$ cat src/rtl/mont_exp_pkg.sv
// rtl/mont_exp_pkg.sv - shared field constants and FSM state type for mont_exp
package mont_exp_pkg;

  localparam int OP_W = 255;

  // N = 2^255 - 19
  localparam logic [OP_W-1:0] N        = {{(OP_W-5){1'b1}}, 5'b01101};
  localparam logic [OP_W-1:0] R_MOD_N  = OP_W'(19);
  localparam logic [OP_W-1:0] R2_MOD_N = OP_W'(361);

  typedef enum logic [2:0] {
    S_IDLE,
    S_TO_MONT,
    S_SQR,
    S_MUL,
    S_FROM_MONT,
    S_DONE
  } state_t;

endpackage

$ cat src/rtl/mont_exp.sv
// rtl/mont_exp.sv - square-and-multiply exponentiation controller driving a Montgomery multiplier
// MONT_CONV_EN: when defined, base/result are plain residues and conversion steps run.
module mont_exp
  import mont_exp_pkg::*;
#(
  parameter int EXP_W = OP_W
) (
  input  logic             i_clk,
  input  logic             i_rst_n,
  input  logic             i_start,
  input  logic [EXP_W-1:0] i_base,
  input  logic [EXP_W-1:0] i_exp,
  output logic             o_busy,
  output logic             o_done,
  output logic [EXP_W-1:0] o_result,
  output logic             o_mm_start,
  output logic [EXP_W-1:0] o_mm_a,
  output logic [EXP_W-1:0] o_mm_b,
  input  logic [EXP_W-1:0] i_mm_result,
  input  logic             i_mm_finished
);

  localparam int IDX_W = $clog2(EXP_W);

  state_t           state, state_n;
  logic [EXP_W-1:0] exp_r, base_m, acc;
  logic [IDX_W-1:0] idx;
  logic             fin_ok, accept, issue, capture, finish, step_exit;
  logic [EXP_W-1:0] op_a, op_b;

  always_ff @(posedge i_clk or negedge i_rst_n) begin
    if (!i_rst_n) state <= S_IDLE;
    else          state <= state_n;
  end

  always_comb begin
    state_n   = state;
    accept    = 1'b0;
    issue     = 1'b0;
    capture   = 1'b0;
    finish    = 1'b0;
    step_exit = 1'b0;
    op_a      = acc;
    op_b      = acc;
    // A finish pulse in the same cycle as our start cannot belong to that operation.
    fin_ok    = i_mm_finished && !o_mm_start;
    case (state)
      S_IDLE: begin
        if (i_start) begin
          accept = 1'b1;
          issue  = 1'b1;
`ifdef MONT_CONV_EN
          state_n = S_TO_MONT;
          op_a    = i_base;
          op_b    = R2_MOD_N;
`else
          state_n = S_SQR;
          op_a    = R_MOD_N;
          op_b    = R_MOD_N;
`endif
        end
      end
`ifdef MONT_CONV_EN
      S_TO_MONT: begin
        if (fin_ok) begin
          capture = 1'b1;
          issue   = 1'b1;
          state_n = S_SQR;
        end
      end
      S_FROM_MONT: begin
        if (fin_ok) begin
          capture = 1'b1;
          finish  = 1'b1;
          state_n = S_DONE;
        end
      end
`endif
      S_SQR: begin
        if (fin_ok) begin
          capture = 1'b1;
          if (exp_r[idx]) begin
            issue   = 1'b1;
            state_n = S_MUL;
            op_a    = i_mm_result;
            op_b    = base_m;
          end else if (idx == '0) begin
            step_exit = 1'b1;
          end else begin
            issue   = 1'b1;
            op_a    = i_mm_result;
            op_b    = i_mm_result;
          end
        end
      end
      S_MUL: begin
        if (fin_ok) begin
          capture = 1'b1;
          if (idx == '0) begin
            step_exit = 1'b1;
          end else begin
            issue   = 1'b1;
            state_n = S_SQR;
            op_a    = i_mm_result;
            op_b    = i_mm_result;
          end
        end
      end
      S_DONE:  state_n = S_IDLE;
      default: state_n = S_IDLE;
    endcase
    if (step_exit) begin
`ifdef MONT_CONV_EN
      issue   = 1'b1;
      state_n = S_FROM_MONT;
      op_a    = i_mm_result;
      op_b    = EXP_W'(1);
`else
      finish  = 1'b1;
      state_n = S_DONE;
`endif
    end
  end

  always_ff @(posedge i_clk or negedge i_rst_n) begin
    if (!i_rst_n) begin
      exp_r      <= '0;
      base_m     <= '0;
      acc        <= '0;
      idx        <= '0;
      o_busy     <= 1'b0;
      o_done     <= 1'b0;
      o_result   <= '0;
      o_mm_start <= 1'b0;
      o_mm_a     <= '0;
      o_mm_b     <= '0;
    end else begin
      o_mm_start <= issue;
      o_done     <= finish;
      if (issue) begin
        o_mm_a <= op_a;
        o_mm_b <= op_b;
      end
      if (accept) begin
        exp_r  <= i_exp;
        acc    <= R_MOD_N;
        idx    <= IDX_W'(EXP_W - 1);
        o_busy <= 1'b1;
`ifndef MONT_CONV_EN
        base_m <= i_base;
`endif
      end
      if (capture) begin
        if (state == S_TO_MONT) base_m <= i_mm_result;
        if (state == S_SQR || state == S_MUL) begin
          acc <= i_mm_result;
          if (state_n == S_SQR) idx <= idx - IDX_W'(1);
        end
      end
      if (finish) begin
        o_result <= i_mm_result;
        o_busy   <= 1'b0;
      end
    end
  end

endmodule

$ cat config.mk
export PLATFORM = sky130hd
export DESIGN_NAME = mont_exp
export DESIGN_NICKNAME = d
export VERILOG_FILES = /design/src/rtl/mont_exp_pkg.sv /design/src/rtl/mont_exp.sv
export SDC_FILE = /design/constraint.sdc
export NUM_CORES = 2
export LEC_CHECK = 0
export ABC_CLOCK_PERIOD_IN_PS = 10400
export CORE_AREA = 8 8 599 601
export DETAILED_ROUTE_END_ITERATION = 12
export DIE_AREA = 0 0 607 609
export SLEW_MARGIN = 5
export SYNTH_ARGS = -nofsm -noshare
export SYNTH_HDL_FRONTEND = slang
export SYNTH_SLANG_ARGS = --single-unit
$ cat constraint.sdc
create_clock -name i_clk -period 10.4 [get_ports i_clk]
set_input_delay 2.6 -clock i_clk [delete_from_list [all_inputs] [get_ports i_clk]]
set_output_delay 2.6 -clock i_clk [all_outputs]
set_load 0.02 [all_outputs]
Yosys cells after proc, flatten, opt, wreduce, memory -nomap -nowiden

Index checks and enable logic that the tools add are counted.
W data, S select, Z words.

Register bits: 1544
Bits of input ports: 769
Word-level logic and storage cells: 69
Output and inout port bits: 768

Equal/unequal tests: 4
$lt $le $gt $ge: 1
Add/subtract/negate cells: 1
Multiplexer cells: 45
Reduce and logical (&&, ||, !) cells: 7

Operators by type and width:

| operator              | count |
|---|---|
| $mux W255             | 13 |
| $pmux W255 S3         | 2 |
| $mux W8               | 4 |
| $mux W3               | 6 |
| $mux W1               | 16 |
| $eq A3 B2 Y1 const B  | 3 |
| $lt A8 B9 Y1 const B  | 1 |
| $pmux W3 S3           | 1 |
| $bmux W1 S8           | 1 |
| $logic_not A8 Y1      | 1 |
| $sub A8 B1 Y8 const B | 1 |
| $eq A3 B1 Y1 const B  | 1 |
| $logic_not A3 Y1      | 1 |
| $pmux W1 S3           | 1 |
| $pmux W1 S2           | 1 |
| $reduce_bool A2 Y1    | 1 |
| $reduce_or A2 Y1      | 1 |
| $logic_and A1 B1 Y1   | 1 |
| $logic_not A1 Y1      | 1 |
| $logic_or A1 B1 Y1    | 1 |

Longest topological paths before layout

Depth in word-level cells: 10
Mapped depth: 18

Least setup slack after synthesis

Ideal clock, no wire load.

Path kind: input to register
From: input i_mm_finished
To: register o_mm_b[151]
Buffers on the path: 3
Data arrival time: 4.952 ns
Stages on the path: 10
Path slack: 5.322 ns
Cell sequence: nor2b_1 -> nand3_1 -> nor3_1 -> or2_1 -> buf_6 -> nor2_8 -> inv_4 -> buf_2 -> clkbuf_1 -> mux2_4

Cells in the longest elaborated chain, start to end: 3
Elaborated cells between the ends (all ways): 7
Classes of those cells: 6 x mux; 1 x reduce/logical

Ends and longest elaborated chain:

| element                                             | RTL line        | RTL |
|---|---|---|
| start: declaration                                  | mont_exp.sv:20  | `input logic i_mm_finished` |
| $logic_and A1 B1 Y1 (*)                             | mont_exp.sv:46  | `fin_ok = i_mm_finished && !o_mm_start;` |
| $mux W255 (tied with other cells)                   | mont_exp.sv:97  | `if (fin_ok) begin` |
| $pmux W255 S3 / $pmux W1 S3 (equally long branches) | mont_exp.sv:47  | `case (state)` |
| end signal: assignment                              | mont_exp.sv:142 | `o_mm_b <= op_b;` |
| end: declaration                                    | mont_exp.sv:18  | `output logic [EXP_W-1:0] o_mm_b,` |

Every way passes the cells marked *; elsewhere a longest branch is shown, timed or not.
A chain may end at the register's enable or synchronous reset.

Worst setup path after layout

From: input i_mm_finished
To: register o_mm_b[50]

The elaborated chain is that of the path after synthesis.

==> run_results.csv <==
group,metric,value,unit
timing,fin_skew,0.0667,ns
routing,wire_per_inst,29.9,um
outcome,run_status,"completed",
die,rows,217,
clock_tree,cts_inserted_buffers,189,
yosys,ys_warn_count,0,
routing,drtPass1Iterations,5,
routing,viasPerCell,4.75,
routing,routed_via_count,58041,
setup_path,timing.critical_path.slowest_stage_cell,"sky130_fd_sc_hd__buf_4",
pwr,share_of_power_burned_in_registers,0.305,
setup_path,critPathMostFrequentCell,"sky130_fd_sc_hd__buf_4",
grt,grt_antenna_before_repair,56,
grt,first_global_vias,57057,
timing,worstMarginPinSlew,1.11,ns
die,design.core.area,349000,um2
grt,largest_net_degree_at_the_start_of_global_routing,172,
pwr,power_density,350,nW/um2
timing,rsz_0062_raised_after_global_routing,"no",
yosys,syn-num-nets,6875,
routing,route.detailed.drc,0,
grt,grt_util_all_layers,0.187,
yosys,yosys-top-cells-area,"sky130_fd_sc_hd__dfrtp_1 55%, sky130_fd_sc_hd__a22o_1 9.5%, sky130_fd_sc_hd__nand2_1 8.3%, sky130_fd_sc_hd__mux2_4 4.4%, sky130_fd_sc_hd__mux2_1 3.7%",
pwr,clockPowerShare,0.204,
setup_path,path_max_fanout,105,
pwr,swShare,0.419,
setup_path,timing.critical_path.to_type,"flip-flop",
clock_tree,cts.hold.buffers_added,0,
final_layout,drive_above_1_share,0.100,
place,place_hpwl,266000,um
routing,routed_wl,365000,um
final_layout,final.fill_count,36332,
final_layout,regArea,38600,um2
timing,final.hold.worst_slack,0.468,ns
pwr,power.switching,14.1,mW
clock_tree,clk_lat_worst_skew,0.88,ns
yosys,synth_enable_flop_cells,0,
yosys,syn-mean-instance-area,11.5,um2
grt,grt_first_pass_wirelength,496000,um
timing,hold_viol_final,0,
place,place.port_buffers,1536,
timing,maxSlewViolCount,0,
routing,drt-initial-drc-count,5139,
setup_path,cp-start-kind,"primary input",
yosys,synth.lib_cells_used.distinct,67,
setup_path,r2r_setup_slack,3.89,ns
final_layout,final_nets,8194,
pwr,cellInternalPower,19.5,mW
yosys,leading_area_contributor_after_synthesis,"sky130_fd_sc_hd__dfrtp_1",
yosys,synth.yosys.seq_area_share,0.553,
timing,final.min_clock_period,6.56,ns
setup_path,timing.critical_path.max_delay_family,"buffers and inverters",
clock_tree,clk_pin_slew,0.05,ns
clock_tree,ctsHtreeMaxLevel,4,
die,y_dimension_of_the_die,609,um
timing,final-setup-viol-count,0,
setup_path,crit_chain,"clkdlybuf4s50_1, nor2b_1, nand3_1, nor3_2, buf_4, buf_12, buf_4, a22o_1, o21bai_1, o311a_1, mux2_4",
setup_path,crit_path_max_incr_delay,0.92,ns
timing,setup-tns-final,0,ns
timing,final.period_utilization,0.631,
yosys,yosysTopAreaCellShare,0.553,
place,routabilityCongestion,0.842,
yosys,synth_seq_cells,1544,
pwr,peak_supply_drop,0.346,mV
die,initial_util,0.201,
clock_tree,cts_root_buf,"sky130_fd_sc_hd__clkbuf_16",
yosys,mappedNetlistArea,69900,um2
die,design.portCount,1537,
clock_tree,cts_resized,0,
timing,maxSlewHeadroom,0.240,
grt,congestion_overflow_gr,0,
run,max_cap_viol_count,0,
pwr,power.share.combinational,0.491,
timing,max_freq,152,MHz
die,die_x,607,um
clock_tree,buffer_depth_of_the_longest_clock_path,4,
setup_path,timing.critical_path.required,11.18,ns
setup_path,timing.setup.critical_path_class,"primary input to flip-flop",
yosys,postSynth.topFlopCell,"sky130_fd_sc_hd__dfrtp_1",
yosys,postSynthCellCount,6105,
final_layout,syn2layout_area_growth,37.5,%
final_layout,area_used_by_multi_input_combinational_logic,28900,um2
yosys,async_reset_ff_frac,1.00,
pwr,cellLeakagePower,43.1,nW
clock_tree,clock-sinks,1544,
setup_path,critical_path_arrival,7.34,ns
die,die-area,370000,um2
clock_tree,tritoncts,"built",
min_path,hold_class,"flip-flop to flip-flop",
routing,postRouteAntennaNets,0,
setup_path,cp_num_buf_inv,4,
clock_tree,post-cts-setup-buffers,0,
-- path summary, 6_finish.rpt --
path	startpoint	endpoint	cells past startpoint
max in group asynchronous	i_rst_n	acc[88]	3
worst min register to register	exp_r[219]	exp_r[219]	2
worst min-delay path	exp_r[219]	exp_r[219]	2
worst max register to register	idx[1]	o_mm_a[49]	12
min in group asynchronous	i_rst_n	base_m[202]	1
worst max-delay path	i_mm_finished	o_mm_b[50]	11
-- worst register-to-register path: stages (launching register included) --
cell and delay, ns:
sky130_fd_sc_hd__dfrtp_2 0.70, sky130_fd_sc_hd__buf_4 0.45, sky130_fd_sc_hd__inv_1 0.19, sky130_fd_sc_hd__ha_1 0.22
sky130_fd_sc_hd__or3b_1 0.52, sky130_fd_sc_hd__or4_1 0.55, sky130_fd_sc_hd__o21a_4 0.43, sky130_fd_sc_hd__nor2b_1 0.24
sky130_fd_sc_hd__or2_4 0.48, sky130_fd_sc_hd__nor2_8 0.83, sky130_fd_sc_hd__buf_4 0.68, sky130_fd_sc_hd__buf_4 0.87
sky130_fd_sc_hd__a22o_1 0.31
-- power by group through the flow --
stage | Clock (mW) | Sequential [mW] | Combinational [mW]
floorplan | 0 | 11.0 | 8.98
global placement | 0 | 10.3 | 16.4
detailed placement | 0 | 10.3 | 16.6
CTS | 7.09 | 10.2 | 16.7
global route | 7.29 | 10.5 | 17.6
finish | 6.87 | 10.3 | 16.5
-- layer usage --
layer | global-route usage | share of wire | wire, um | up-vias
met5 | 0 | 0.00031 | 112 | -
met4 | 0.0684 | 0.040 | 14600 | 16
met3 | 0.0612 | 0.096 | 35000 | 459
met2 | 0.307 | 0.47 | 172000 | 2564
met1 | 0.229 | 0.39 | 143000 | 30069
li1 | - | - | - | 24933
-- synthesized netlist by cell type (4+ instances only) --
| master | number |
|---|---|
| sky130_fd_sc_hd__buf_1 | 15 |
| sky130_fd_sc_hd__a22o_1 | 755 |
| sky130_fd_sc_hd__clkbuf_1 | 382 |
| sky130_fd_sc_hd__inv_1 | 8 |
| sky130_fd_sc_hd__mux4_1 | 14 |
| sky130_fd_sc_hd__o21ai_0 | 8 |
| sky130_fd_sc_hd__nor2b_1 | 5 |
| sky130_fd_sc_hd__or4_1 | 253 |
| sky130_fd_sc_hd__mux2i_1 | 23 |
| sky130_fd_sc_hd__mux2_2 | 88 |
| sky130_fd_sc_hd__nand2_1 | 1542 |
| sky130_fd_sc_hd__mux4_2 | 47 |
| sky130_fd_sc_hd__mux2_1 | 228 |
| sky130_fd_sc_hd__and3_1 | 4 |
| sky130_fd_sc_hd__buf_2 | 52 |
| sky130_fd_sc_hd__a21oi_1 | 7 |
| sky130_fd_sc_hd__nor3_1 | 11 |
| sky130_fd_sc_hd__nand2b_1 | 4 |
| sky130_fd_sc_hd__o22ai_1 | 5 |
| sky130_fd_sc_hd__o22a_1 | 9 |
| sky130_fd_sc_hd__nand3_1 | 4 |
| sky130_fd_sc_hd__o21bai_1 | 252 |
| sky130_fd_sc_hd__buf_6 | 53 |
| sky130_fd_sc_hd__o41ai_1 | 4 |
| sky130_fd_sc_hd__nor2_1 | 275 |
| sky130_fd_sc_hd__dfrtp_1 | 1544 |
| sky130_fd_sc_hd__mux2_4 | 203 |
| sky130_fd_sc_hd__o311a_1 | 252 |
-- registers in the layout (all words and copies together), names as in the netlist --
register and flops:
o_result 255, exp_r 255, o_mm_b 255, o_mm_a 255, base_m 255, o_busy 1
o_done 1, idx 8, o_mm_start 1, state 3, acc 255
-- per-stage QoR --
stage | area, um2 | std cells | util | power [mW] | setup WS, ns
finish | 96100 | 12208 | 0.276 | 33.7 | 3.84
global route | 96100 | 12192 | 0.276 | 35.4 | 3.48
CTS | 96000 | 12165 | 0.275 | 34.0 | 3.73
detailed placement | 89800 | 11832 | 0.257 | 26.9 | 3.02
global placement | 89800 | 11832 | 0.257 | 26.7 | 3.02
floorplan | 69900 | 6105 | - | 20.0 | 5.32
-- layout make-up --
| class | count | share of cell area |
|---|---|---|
| diodes | 43 | 0.00112 |
| clock buffers | 255 | 0.0547 |
| clock inverters | 78 | 0.0106 |
| inverters | 9 | 0.000521 |
| multi-input cells | 4046 | 0.301 |
| flip-flops and latches | 1544 | 0.402 |
| well taps | 4599 | 0.0599 |
| repair buffers | 1634 | 0.170 |
-- cell families after synthesis --
kind of cell / synth area share
buffers and inverters: 0.0348
multiplexers: 0.118
XOR/XNOR: 0.000125
AND/OR/NAND/NOR: 0.128
flip-flops: 0.553
AO/OA/AOI/OAI: 0.166
adder cells (fa/ha/maj): 0.000179
-- cell usage in the layout, fill, tap and decap left out, types with 23 or more instances in the layout --
cell type	synthesis	layout
sky130_fd_sc_hd__a22o_1	755	755
sky130_fd_sc_hd__buf_4	2	79
sky130_fd_sc_hd__clkbuf_1	382	38
sky130_fd_sc_hd__clkbuf_16	0	189
sky130_fd_sc_hd__clkbuf_8	0	28
sky130_fd_sc_hd__clkdlybuf4s50_1	0	1535
sky130_fd_sc_hd__clkinv_2	0	32
sky130_fd_sc_hd__dfrtp_1	1544	1542
sky130_fd_sc_hd__diode_2	0	43
sky130_fd_sc_hd__mux2_1	228	228
sky130_fd_sc_hd__mux2_2	88	88
sky130_fd_sc_hd__mux2_4	203	203
sky130_fd_sc_hd__mux2i_1	23	23
sky130_fd_sc_hd__mux4_2	47	47
sky130_fd_sc_hd__nand2_1	1542	1541
sky130_fd_sc_hd__nor2_1	275	274
sky130_fd_sc_hd__o21bai_1	252	252
sky130_fd_sc_hd__o311a_1	252	252
sky130_fd_sc_hd__or4_1	253	253
Note: power is estimated with default switching activity, not from simulation.
